**src/rtl/ifetch_pkg.sv**
```systemverilog
// Shared types and constants for the instruction fetch unit.
package ifetch_pkg;

  localparam int unsigned INSTR_W = 32;
  localparam logic [31:0] PC_INC  = 32'd4;

  typedef enum logic [2:0] {
    S_INIT,
    S_REQ,
    S_WAIT,
    S_HOLD,
    S_DRAIN
  } state_e;

endpackage

```
**src/rtl/ifetch_unit_if.sv**
```systemverilog
// Fetch-unit bus: instruction-memory read port plus the instruction stream
// handed to the consumer. master = fetch unit, slave = memory/consumer side.
interface ifetch_unit_if;
  import ifetch_pkg::*;

  logic               imem_req;
  logic [31:0]        imem_addr;
  logic               imem_gnt;
  logic               imem_rvalid;
  logic [INSTR_W-1:0] imem_rdata;

  logic               instr_valid;
  logic [INSTR_W-1:0] instr_out;
  logic [31:0]        instr_pc;
  logic               instr_ready;

  modport master (
    output imem_req, imem_addr, instr_valid, instr_out, instr_pc,
    input  imem_gnt, imem_rvalid, imem_rdata, instr_ready
  );

  modport slave (
    input  imem_req, imem_addr, instr_valid, instr_out, instr_pc,
    output imem_gnt, imem_rvalid, imem_rdata, instr_ready
  );

endinterface

```
**src/rtl/ifetch_unit.sv**
```systemverilog
// Instruction fetch unit: drives an external PC register, issues one read at
// a time, holds the returned instruction until the consumer takes it, and
// handles branch redirects (including discarding stale responses).
// Optional macro IFETCH_MISALIGN_TRAP_EN: misaligned redirect targets are
// rejected and flagged instead of being force-aligned.
module ifetch_unit
  import ifetch_pkg::*;
#(
  parameter logic [31:0] RESET_PC = 32'h0000_0000
) (
  input  logic                clk,
  input  logic                rst_n,
  input  logic [31:0]         pc_q,
  output logic [31:0]         pc_d,
  output logic                pc_we,
  input  logic                redirect_valid,
  input  logic [31:0]         redirect_pc,
  output logic                fetch_misaligned,
  ifetch_unit_if.master       bus
);

  state_e             state_q, state_d;
  logic [INSTR_W-1:0] instr_out_q, instr_out_d;
  logic [31:0]        instr_pc_q, instr_pc_d;

  logic               redir_take;
  logic [31:0]        redir_tgt;
  logic               pc_we_c;
  logic [31:0]        pc_d_c;
  logic               req_c;
  logic               valid_c;

`ifdef IFETCH_MISALIGN_TRAP_EN
  logic mis_q, mis_d;
`endif

  // Next-state, holding-register and combinational output decode.
  always_comb begin
    state_d     = state_q;
    instr_out_d = instr_out_q;
    instr_pc_d  = instr_pc_q;
    pc_we_c     = 1'b0;
    pc_d_c      = pc_q;
    req_c       = 1'b0;
    valid_c     = 1'b0;
    redir_tgt   = redirect_pc & ~32'h3;
`ifdef IFETCH_MISALIGN_TRAP_EN
    // A rejected (misaligned) redirect is treated as if no redirect arrived.
    redir_take  = redirect_valid && (redirect_pc[1:0] == 2'b00);
    mis_d       = redirect_valid && (redirect_pc[1:0] != 2'b00) && (state_q != S_INIT);
`else
    redir_take  = redirect_valid;
`endif

    case (state_q)
      S_INIT: begin
        pc_we_c = 1'b1;
        pc_d_c  = RESET_PC;
        state_d = S_REQ;
      end
      S_REQ: begin
        req_c = 1'b1;
        if (redir_take) begin
          pc_we_c = 1'b1;
          pc_d_c  = redir_tgt;
          state_d = bus.imem_gnt ? S_DRAIN : S_REQ;
        end else if (bus.imem_gnt) begin
          state_d = S_WAIT;
        end
      end
      S_WAIT: begin
        if (redir_take) begin
          pc_we_c = 1'b1;
          pc_d_c  = redir_tgt;
          state_d = bus.imem_rvalid ? S_REQ : S_DRAIN;
        end else if (bus.imem_rvalid) begin
          instr_out_d = bus.imem_rdata;
          instr_pc_d  = pc_q;
          state_d     = S_HOLD;
        end
      end
      S_HOLD: begin
        if (redir_take) begin
          pc_we_c = 1'b1;
          pc_d_c  = redir_tgt;
          state_d = S_REQ;
        end else begin
          valid_c = 1'b1;
          if (bus.instr_ready) begin
            pc_we_c = 1'b1;
            pc_d_c  = pc_q + PC_INC;
            state_d = S_REQ;
          end
        end
      end
      S_DRAIN: begin
        if (redir_take) begin
          pc_we_c = 1'b1;
          pc_d_c  = redir_tgt;
        end
        // The response in flight consumes the drain even if a redirect lands
        // in the same cycle; otherwise the unit would wait for nothing.
        if (bus.imem_rvalid) begin
          state_d = S_REQ;
        end
      end
      default: state_d = S_INIT;
    endcase
  end

  // State and holding registers; reset restarts the fetch sequence.
  always_ff @(posedge clk or negedge rst_n) begin
    if (!rst_n) begin
      state_q     <= S_INIT;
      instr_out_q <= '0;
      instr_pc_q  <= '0;
`ifdef IFETCH_MISALIGN_TRAP_EN
      mis_q       <= 1'b0;
`endif
    end else begin
      state_q     <= state_d;
      instr_out_q <= instr_out_d;
      instr_pc_q  <= instr_pc_d;
`ifdef IFETCH_MISALIGN_TRAP_EN
      mis_q       <= mis_d;
`endif
    end
  end

  // INIT is the reset state, so the PC write strobe is gated off while in reset.
  assign pc_we           = pc_we_c & rst_n;
  assign pc_d            = rst_n ? pc_d_c : RESET_PC;
  assign bus.imem_req    = req_c;
  assign bus.imem_addr   = req_c ? pc_q : '0;
  assign bus.instr_valid = valid_c;
  assign bus.instr_out   = instr_out_q;
  assign bus.instr_pc    = instr_pc_q;

`ifdef IFETCH_MISALIGN_TRAP_EN
  assign fetch_misaligned = mis_q;
`else
  assign fetch_misaligned = 1'b0;
`endif

endmodule

```
**src/flat_wrapper.sv**
```systemverilog
// flat-port wrapper written by rule: the top's interface ports become plain ports
module ifetch_unit_flat import ifetch_pkg::*;
#(
  parameter logic [31:0] RESET_PC = 32'h0000_0000
)
  (clk, rst_n, pc_q, pc_d, pc_we, redirect_valid, redirect_pc, fetch_misaligned, bus_imem_req, bus_imem_addr, bus_instr_valid, bus_instr_out, bus_instr_pc, bus_imem_gnt, bus_imem_rvalid, bus_imem_rdata, bus_instr_ready);
  ifetch_unit_if bus_i ();
  input  logic clk;
  input  logic rst_n;
  input  logic [31:0] pc_q;
  output logic [31:0] pc_d;
  output logic pc_we;
  input  logic redirect_valid;
  input  logic [31:0] redirect_pc;
  output logic fetch_misaligned;
  output wire logic [$bits(bus_i.imem_req)-1:0] bus_imem_req;
  output wire logic [$bits(bus_i.imem_addr)-1:0] bus_imem_addr;
  output wire logic [$bits(bus_i.instr_valid)-1:0] bus_instr_valid;
  output wire logic [$bits(bus_i.instr_out)-1:0] bus_instr_out;
  output wire logic [$bits(bus_i.instr_pc)-1:0] bus_instr_pc;
  input wire logic [$bits(bus_i.imem_gnt)-1:0] bus_imem_gnt;
  input wire logic [$bits(bus_i.imem_rvalid)-1:0] bus_imem_rvalid;
  input wire logic [$bits(bus_i.imem_rdata)-1:0] bus_imem_rdata;
  input wire logic [$bits(bus_i.instr_ready)-1:0] bus_instr_ready;
  assign bus_imem_req = bus_i.imem_req;
  assign bus_imem_addr = bus_i.imem_addr;
  assign bus_instr_valid = bus_i.instr_valid;
  assign bus_instr_out = bus_i.instr_out;
  assign bus_instr_pc = bus_i.instr_pc;
  assign bus_i.imem_gnt = bus_imem_gnt;
  assign bus_i.imem_rvalid = bus_imem_rvalid;
  assign bus_i.imem_rdata = bus_imem_rdata;
  assign bus_i.instr_ready = bus_instr_ready;
  ifetch_unit #(.RESET_PC(RESET_PC)) u_core (.clk(clk), .rst_n(rst_n), .pc_q(pc_q), .pc_d(pc_d), .pc_we(pc_we), .redirect_valid(redirect_valid), .redirect_pc(redirect_pc), .fetch_misaligned(fetch_misaligned), .bus(bus_i));
endmodule
```
**config.mk**
```make
export PLATFORM = sky130hd
export DESIGN_NAME = ifetch_unit_flat
export DESIGN_NICKNAME = d
export VERILOG_FILES = /design/src/rtl/ifetch_pkg.sv /design/src/rtl/ifetch_unit_if.sv /design/src/rtl/ifetch_unit.sv /design/src/flat_wrapper.sv
export SDC_FILE = /design/constraint.sdc
export NUM_CORES = 1
export LEC_CHECK = 0
export BUFFER_PORTS_ARGS = -buffer_cell sky130_fd_sc_hd__clkbuf_2
export CAP_MARGIN = 30
export CORE_MARGIN = 3
export CORE_UTILIZATION = 45
export DETAILED_ROUTE_END_ITERATION = 12
export GPL_TIMING_DRIVEN = 0
export PLACE_DENSITY = 0.78
export SLEW_MARGIN = 20
export SYNTH_ARGS = -nofsm -noshare
export SYNTH_HDL_FRONTEND = slang
export SYNTH_SLANG_ARGS = --single-unit
export TNS_END_PERCENT = 50
```
**constraint.sdc**
```tcl
create_clock -name clk -period 2.5 [get_ports clk]
set_clock_uncertainty 0.15 [all_clocks]
set_input_delay 0.5 -clock clk [delete_from_list [all_inputs] [get_ports clk]]
set_output_delay 0.5 -clock clk [all_outputs]
set_load 0.05 [all_outputs]
```
==> results of run 1 <==
-- timing repair --
action | CTS | global route
pin swaps | 45 | 31
buffers inserted | 41 | 11
hold endpoints to repair | 15 | 0
hold buffers | 2 | 0
endpoints found under the setup margin | 66 | 66
gates resized for setup | 310 | 112
gates cloned | 3 | 0
-- power breakdown --
group	total (mW)	internal, mW	switching (mW)	leakage (nW)
clock	1.04	0.566	0.475	0.102
sequential	1.92	1.59	0.333	0.849
combinational	8.93	3.59	5.34	3.43
total	11.9	5.75	6.15	4.38
-- cells in the final DEF (no fill, tap or decap), types with 26 or more instances in the layout --
cell type,count
a21oi_1,26
and2_4,33
clkbuf_16,26
buf_6,33
buf_4,49
buf_8,38
mux2_4,59
nand2_1,27
dfrtp_1,66
clkbuf_2,148
-- worst reg2reg max path, stage by stage, from the launching register on --
cell and delay (ns):
dfrtp_1 0.41, buf_12 0.15, buf_4 0.13, or4_1 0.51, buf_2 0.21, buf_6 0.19
buf_6 0.15, nand2_1 0.10, o21ai_1 0.08
-- area by class of cell --
class	instances	area, sq um	share of cell area (%)
Sequential cell	67	1680	18.4
Clock buffer	9	124	1.36
Buffer	46	538	5.90
Inverter	13	56.3	0.618
Multi-Input combinational cell	400	3820	42.0
Tap cell	136	170	1.87
Clock inverter	7	100	1.10
Timing Repair Buffer	278	2620	28.8
-- layer usage --
metal	GRT usage [%]	vias up	wire length [um]
met1	42.6	2865	8630
li1	-	2498	-
met2	57.2	499	11400
met3	10.6	120	2600
met5	0	-	0
met4	12.1	0	1200
-- registers in the layout (all words and copies together) (netlist names) --
register / count
u_core.bus.instr_out: 32
u_core.bus.instr_pc: 32
u_core.state_q: 3
-- path summary, 6_finish.rpt --
path,startpoint,slack [ns],to
max,u_core.state_q[0],-0.36,pc_d[23]
max reg2reg,u_core.state_q[2],0.32,u_core.bus.instr_pc[0]
max in group asynchronous,rst_n,1.03,u_core.bus.instr_out[25]
min in group clk,bus_imem_rdata[22],0.23,u_core.bus.instr_out[22]
min reg2reg,u_core.bus.instr_pc[23],0.36,u_core.bus.instr_pc[23]
min,rst_n,0.10,u_core.bus.instr_out[29]
-- cell usage after synthesis, types with 7 or more instances --
master	number	area, sq um
o21ai_0	23	115
o221ai_1	9	78.8
nand4_1	9	56.3
or3_1	11	68.8
inv_1	13	48.8
mux2i_1	9	90.1
nor3_1	9	45.0
clkbuf_1	12	45.0
a21oi_1	44	220
buf_2	18	90.1
o21ai_1	7	35.0
nor2_1	26	97.6
dfrtp_1	67	1680
nand2b_1	10	62.6
mux2_4	59	886
nand2_1	32	120
and2_1	36	225
nand3_1	24	120
buf_6	10	113
-- kinds of logic (layout without fill, tap and decap cells) --
family / Yosys count / after routing
simple gates: 201 / 201
flops: 67 / 67
compound gates: 122 / 122
mux: 68 / 68
buf+inv: 61 / 353
fa+ha+maj: 2 / 2
xor+xnor: 6 / 6
other cells: 1 / 1
==> flow_metrics.tcl, run 1 <==
set metrics [dict create \
    status "finished with violations" \
    violations "setup timing" \
    die_x_um 112 \
    power.total_mw 11.9 \
    drc 0 \
    period_minus_slack_ns 2.86 \
    critPathCaptureType "output pin" \
    die_area_sq_um 12500 \
    start_util_pct 47.4 \
    grt_max_degree 28 \
    synthXorXnorAreaFrac_pct 1.04 \
    p_leak_nw 4.38 \
    syn_to_final_growth_pct 81.1 \
    path_clk_slew_ns 0.08 \
    placed_area_sq_um 6680 \
    gr-total-overflow 0 \
    utilization_pct 85.9 \
    synth.area.mux_share_pct 19.4 \
    synth_nets 631 \
    async_reset_ff_share_pct 100 \
    cpMaxStageDelayCell "dfrtp_1" \
    cts_buffer_depth 2 \
    viasPerCell 6.26 \
    synth-simple-area-share_pct 23.4 \
    dp_hpwl_mm 14.7 \
    cpLargestDelayFamily "buffers and inverters" \
    fin_crit_sh_pct 114 \
    num_io_pins 234 \
    max_clock_freq_mhz 349 \
    core_region_area_sq_um 10600 \
    clkLatencyLatePin_ns 0.35 \
    slew_violations 0 \
    critPathRequiredTime_ns 1.85 \
    synth_compound_area_share_pct 15.4 \
    synth_seq_cells 67 \
    ys_seq_area_share_pct 33.3 \
    grt_antenna_before_repair 0 \
    relSlewSlack_pct 47.7 \
    cts_inserted_buffers 9 \
    synth_top_family_by_area "simple AND/OR/NAND/NOR gates" \
    hold_viol 0 \
    worstRegToRegCells 8 \
    die_y_um 112 \
    gr-usage-all-layers_pct 34.5 \
    grt_pass1_wl_mm 34.1 \
    layout_setup_ws_ns -0.361 \
    slowest_delay_ns 0.34 \
    timing.setup.tns_ns -12.38 \
    finalNetCount 918 \
    rsz0062_at_grt "yes" \
    port_buffers 220 \
    synth.distinct_cells 71 \
    hold_path_class "input pin to async pin" \
    holdWs_ns 0.101 \
    synth_cells 528 \
    dr_total_vias 5982 \
    cp_cell_sequence "buf_6 -> clkbuf_4 -> and3b_2 -> nand3_1 -> nor2_1 -> mux2i_1 -> o211ai_1 -> clkbuf_8" \
    antennaDiodeCount 0 \
    fill_cells 549 \
    grt_pass1_vias 6012 \
    num_rows 37 \
    ir_worst_vdd_uv 994 \
    final_layout_size_suffix_gt1_share_pct 66.7 \
    tightest_slew_ns 0.783 \
    cts_tree "done" \
    wl_per_cell_um 25.0 \
    final_cells 956 \
    wl_mm 23.9 \
    dp_cells 885 \
    cp_max_fo 10 \
    yosys.area_share.adder_pct 0.448 \
    synth_flop_cell "dfrtp_1" \
    yosysWarnings 0 \
    place_ws_ns -1.21 \
    path_buf_inv 3 \
    synth_enable_flop_cells 0 \
    ant_nets 0 \
    dr.pass1.iters 5 \
    setup_viol 65 \
    power_density_nw_per_um2 1310 \
    clock_sinks 67 \
    cts-root-buf "clkbuf_8" \
    maxCapViolations 0 \
    path_depth 8 \
    synth_area_per_cell_sq_um 9.53 \
    design_area_sq_um 9110 \
    syn_area_sq_um 5030 \
    htreeDepth 3 \
    startpoint_type "flip-flop" \
    drtIter0Drc 662 \
    crit_arrival_ns 2.21 \
    critPathKind "flip-flop to output pin" \
    gp_congestion 0.997 \
]
Note: power is estimated with default switching activity, not from simulation.
==> inputs of run 2 (changes only) <==
--- a/config.mk
+++ b/config.mk
@@ -5,13 +5,13 @@
 export SDC_FILE = /design/constraint.sdc
 export NUM_CORES = 1
 export LEC_CHECK = 0
-export BUFFER_PORTS_ARGS = -buffer_cell sky130_fd_sc_hd__clkbuf_2
+export ABC_CLOCK_PERIOD_IN_PS = 2500
 export CAP_MARGIN = 30
 export CORE_MARGIN = 3
 export CORE_UTILIZATION = 45
 export DETAILED_ROUTE_END_ITERATION = 12
+export DONT_BUFFER_PORTS = 1
 export GPL_TIMING_DRIVEN = 0
-export PLACE_DENSITY = 0.78
 export SLEW_MARGIN = 20
 export SYNTH_ARGS = -nofsm -noshare
 export SYNTH_HDL_FRONTEND = slang
==> run 2 against run 1 <==
The run still ends with setup timing left. Combinational power fell by 36%. Fmax down 4.5%. Wire length decreased by 13%. Design area decreased by 19%. Clock power fell by 11%. First-iteration DRC count shrank 28%. Flip-flop and latch count unchanged. Hold slack improved by 0.035 ns. Utilization decreased by 16 points.
==> flow_metrics.tcl, run 2 (synthesized netlist as in run 1, its figures left out) <==
set metrics [dict create \
    antennaDiodeCount 0 \
    finalNetCount 714 \
    critPathLaunch "u_core.state_q[0]" \
    dr.pass1.iters 6 \
    grt_pass1_vias 4607 \
    wl_mm 20.7 \
    ant_nets 0 \
    final_layout_size_suffix_gt1_share_pct 56.3 \
    power.total_mw 10.4 \
    clock_sinks 67 \
    relSlewSlack_pct 35.8 \
    wl_per_cell_um 27.5 \
    dp_hpwl_mm 13.6 \
    hold_depth 1 \
    num_rows 37 \
    cts_inserted_buffers 9 \
    status "finished with violations" \
    num_io_pins 234 \
    hold_path_class "input pin to flip-flop" \
    drc 0 \
    dr_total_vias 4986 \
    start_util_pct 47.4 \
    grt_pass1_wl_mm 28.4 \
    layout_setup_ws_ns -0.497 \
    fin_crit_sh_pct 120 \
    violations "setup timing" \
    port_buffers 0 \
    drtIter0Drc 476 \
    period_minus_slack_ns 3.00 \
    cts-root-buf "clkbuf_8" \
    hold_viol 0 \
    maxCapViolations 0 \
    max_clock_freq_mhz 334 \
    critPathRequiredTime_ns 1.85 \
    startpoint_type "flip-flop" \
    final_cell_mix "dfrtp_1 (65), mux2_4 (59), buf_4 (49), buf_6 (38), and2_4 (36)" \
    timing.setup.tns_ns -17.42 \
    die_area_sq_um 12500 \
    grt_max_degree 68 \
    gr-total-overflow 0 \
    cts_buffer_depth 2 \
    gr-usage-all-layers_pct 29.2 \
    critPathKind "flip-flop to output pin" \
    rsz0062_at_grt "yes" \
    worstHoldStart "pc_q[22]" \
    die_y_um 112 \
    cp_max_fo 8 \
    slew_violations 0 \
    final_common_cell "dfrtp_1" \
    critPathCaptureType "output pin" \
    cts_tree "done" \
    viasPerCell 6.63 \
    core_region_area_sq_um 10600 \
    syn_to_final_growth_pct 46.4 \
    tightest_slew_ns 0.964 \
    clkLatencyLatePin_ns 0.35 \
    rrSetupSlack_ns 0.21 \
    worstRegToRegCells 6 \
    gp_congestion 0.945 \
    utilization_pct 69.4 \
    rr_endpoint "u_core.bus.instr_out[16]" \
    ir_worst_vdd_uv 859 \
    p_leak_nw 3.23 \
    power_density_nw_per_um2 1410 \
    grt_antenna_before_repair 0 \
    hold_end "u_core.bus.instr_pc[22]" \
    crit_arrival_ns 2.35 \
    setup_viol 66 \
    rr_startpoint "u_core.state_q[2]" \
    die_x_um 112 \
    htreeDepth 3 \
    path_clk_slew_ns 0.09 \
]
-- run 2: changes by cell type in the layout (fill, tap and decap cells not counted), moves of 4 or more --
cell       delta
clkbuf_8     -13
clkbuf_4      -4
buf_6         +5
buf_8        -32
a21oi_2       -7
clkbuf_2    -143
nor2_1        -4
nor2_4        +6
clkbuf_16    -19
a21oi_4       +5
-- run 2: repair_timing --
item,in CTS,in global routing
pin swaps,48,50
hold buffers,2,0
hold endpoints to repair,67,0
setup endpoints to repair,66,65
cloned,0,6
gates resized for setup,181,96
setup buffers,17,49
-- run 2: worst max path at each step --
stage	slack, ns	depth (start not counted)	end
final	-0.50	7	pc_d[18]
after global routing	-0.59	7	pc_d[18]
after CTS	-0.50	5	pc_d[18]
after detailed placement	-0.79	6	pc_d[2]
after global placement	-0.82	6	pc_d[2]
after floorplan	-0.22	7	pc_d[18]
-- run 2: power by group --
group          switching [mW]  leakage (nW)  internal, mW
Combinational            3.17          2.29          2.56
Sequential               2.14         0.848          1.55
Clock                   0.466        0.0966         0.463
Total                    5.78          3.23          4.58
-- run 2: layer usage --
metal / wire [um] / part of all wire [%] / vias to the layer above / GRT usage (%)
li1: - / - / 2094 / -
met1: 7640 / 37 / 2405 / 37.8
met2: 9630 / 47 / 399 / 46.5
met3: 2550 / 12 / 88 / 10.1
met4: 841 / 4.1 / 0 / 8.27
met5: 0 / 0 / - / 0
-- run 2: final cells by class --
cell class,instances,area (sq um)
multi-input cells,400,3980
fillers,795,3240
flip-flops and latches,67,1680
repair buffers,77,821
plain buffers,43,464
well taps,136,170
clock buffers,10,128
clock inverters,6,65.1
inverters,13,56.3
-- run 2: worst max-delay path, stage by stage, from the launching register on --
cell and delay, ns:
dfrtp_1 0.38, buf_6 0.14, buf_4 0.14, o21ai_4 0.23, o21ai_4 0.13, nand2_1 0.08
mux2i_1 0.09, a2111oi_4 0.80
-- run 2: per-stage QoR --
step / instances / hold slack [ns] / setup WS, ns / instance area, sq um
after floorplan: 528 / 0.0544 / -0.217 / 5370
after CTS: 701 / 0.121 / -0.497 / 6480
after global placement: 664 / 0.0567 / -0.818 / 5540
after detailed placement: 667 / 0.0568 / -0.790 / 5570
after global routing: 752 / 0.120 / -0.591 / 7360
final: 752 / 0.137 / -0.497 / 7360
==> inputs of run 3 (changes only) <==
--- a/config.mk
+++ b/config.mk
@@ -12,6 +12,8 @@
 export DETAILED_ROUTE_END_ITERATION = 12
 export DONT_BUFFER_PORTS = 1
 export GPL_TIMING_DRIVEN = 0
+export SETUP_SLACK_MARGIN = 0.4
+export SKIP_CTS_REPAIR_TIMING = 1
 export SLEW_MARGIN = 20
 export SYNTH_ARGS = -nofsm -noshare
 export SYNTH_HDL_FRONTEND = slang
==> run 3 against run 2 <==
Hold slack lost 0.47 ns. The run ends with hold timing, setup timing left. Total power fell by 3.6%. Via count shrank 8.0%. Critical path type unchanged. First-iteration DRC count is 6.5% lower. Register-to-register slack barely moved. Die area unchanged. Non-clock buffer count fell by 28. Wire length decreased by 9.3%. Largest power group unchanged. Design area decreased by 3.9%. Clock power rose by 11%.
==> flow_metrics.tcl, run 3 (synthesized netlist as in run 1, its figures left out) <==
set metrics [dict create \
    status "finished with violations" \
    violations "hold timing, setup timing" \
    rsz0062_at_grt "yes" \
    port_buffers 0 \
    clockPowerShare_pct 10.3 \
    placed_area_sq_um 5820 \
    power.total_mw 9.98 \
    syn_to_final_growth_pct 40.7 \
    dr.pass1.iters 5 \
    relSlewSlack_pct 37.2 \
    pwr-share-seq_pct 37.1 \
    ant_nets 0 \
    grt_max_degree 71 \
    drtIter0Drc 445 \
    ir_worst_vdd_uv 811 \
    maxCapViolations 0 \
    regArea_sq_um 1680 \
    period_minus_slack_ns 3.02 \
    place_ws_ns -0.576 \
    gr-total-overflow 0 \
    p_leak_nw 3.11 \
    clkLatencyLatePin_ns 0.36 \
    final_layout_size_suffix_gt1_share_pct 54.6 \
    gr-usage-all-layers_pct 28.2 \
    hold_viol 67 \
    crit_arrival_ns 2.37 \
    critPathRequiredTime_ns 1.85 \
    critPathKind "flip-flop to output pin" \
    num_rows 37 \
    internal-power_mw 4.43 \
    switching_share_pct 55.7 \
    timing.setup.tns_ns -11.42 \
    design_area_sq_um 7080 \
    dr_total_vias 4589 \
    slew_violations 0 \
    p_switching_mw 5.56 \
    die_y_um 112 \
    final_cell_mix "dfrtp_1 (66), mux2_4 (59), buf_4 (38), and2_4 (36), a21oi_1 (29)" \
    drc 0 \
    path_clk_slew_ns 0.09 \
    cts_buffer_depth 2 \
    dp_hpwl_mm 13.7 \
    tightest_slew_ns 0.942 \
    cp_max_fo 9 \
    final_common_cell "dfrtp_1" \
    wl_per_cell_um 25.9 \
    clock_sinks 67 \
    finalNetCount 686 \
    hold_path_class "input pin to async pin" \
    fill_cells 829 \
    holdWs_ns -0.330 \
    critPathCaptureType "output pin" \
    layout_setup_ws_ns -0.516 \
    grt_pass1_wl_mm 27.3 \
    max_clock_freq_mhz 332 \
    cts_tree "done" \
    viasPerCell 6.34 \
    setup_viol 47 \
    start_util_pct 47.4 \
    grt_pass1_vias 4291 \
    cts-root-buf "clkbuf_8" \
    cts_inserted_buffers 9 \
    combinationalPowerShare_pct 52.6 \
    fin_crit_sh_pct 121 \
    multiInputGateArea_sq_um 3920 \
    num_io_pins 234 \
    grt_antenna_before_repair 0 \
    wl_mm 18.7 \
    die_area_sq_um 12500 \
    die_x_um 112 \
    gp_congestion 0.876 \
    startpoint_type "flip-flop" \
    core_region_area_sq_um 10600 \
    htreeDepth 3 \
    power_density_nw_per_um2 1410 \
    antennaDiodeCount 0 \
]
run 3: cell count changes in the layout (fill, tap and decap cells not counted), moves of 3 or more:
cell / delta
o21ai_0: +3
nand3_1: -3
nand2_1: -6
nor2_2: +3
nand2_2: +7
buf_12: +9
nand3_2: +3
clkbuf_16: -6
buf_2: -4
nor2_4: -4
buf_6: -17
buf_4: -11
run 3: worst max-delay path, stage by stage, from the launching register on:
cell	delay, ns
dfrtp_1	0.37
buf_8	0.14
or2_1	0.12
buf_6	0.15
and2_4	0.23
nor2_2	0.14
a2111oi_4	0.85
run 3: power groups by stage:
stage	Clock (mW)	Combinational (mW)	Sequential (mW)
after floorplan	0	3.43	3.58
after global placement	0	3.91	3.71
after detailed placement	0	3.97	3.73
after CTS	1.05	3.99	3.70
after global routing	1.10	5.47	3.77
final	1.03	5.26	3.70
run 3: path summary, 6_finish.rpt:
| path | to | from | slack, ns | cells after the start |
|---|---|---|---|---|
| min reg2reg | u_core.state_q[0] | u_core.state_q[1] | 0.60 | 3 |
| max reg2reg | u_core.bus.instr_out[30] | u_core.state_q[0] | 0.22 | 7 |
| min | u_core.state_q[2] | rst_n | -0.33 | 0 |
| min in group clk | u_core.bus.instr_pc[7] | pc_q[7] | 0.13 | 1 |
| max in group asynchronous | u_core.bus.instr_pc[4] | rst_n | 2.34 | 0 |
| max | pc_d[18] | u_core.state_q[0] | -0.52 | 6 |
run 3: layout make-up:
type,instances,area share (%)
sequential,67,23.7
timing repair buffer,44,5.85
clock inverter,7,1.40
buffer,48,8.68
inverter,13,0.796
tap,136,2.40
multi-input combinational,400,55.4
clock buffer,9,1.75
run 3: routing by layer:
layer | wire [um] | part of all wire [%] | vias to the layer above | GRT usage [%]
met5 | 0 | 0 | - | 0
met4 | 281 | 1.5 | 0 | 6.49
met3 | 1960 | 10 | 36 | 9.62
met2 | 9290 | 50 | 271 | 45.3
met1 | 7200 | 38 | 2250 | 36.8
li1 | - | - | 2032 | -
run 3: per-stage QoR:
step | hold slack (ns) | utilization, % | std cells
floorplan | 0.0544 | - | 528
global placement | 0.0562 | 54.8 | 664
detailed placement | 0.0564 | 54.9 | 666
CTS | -0.345 | 57.0 | 682
global route | -0.350 | 66.8 | 724
finish | -0.330 | 66.8 | 724
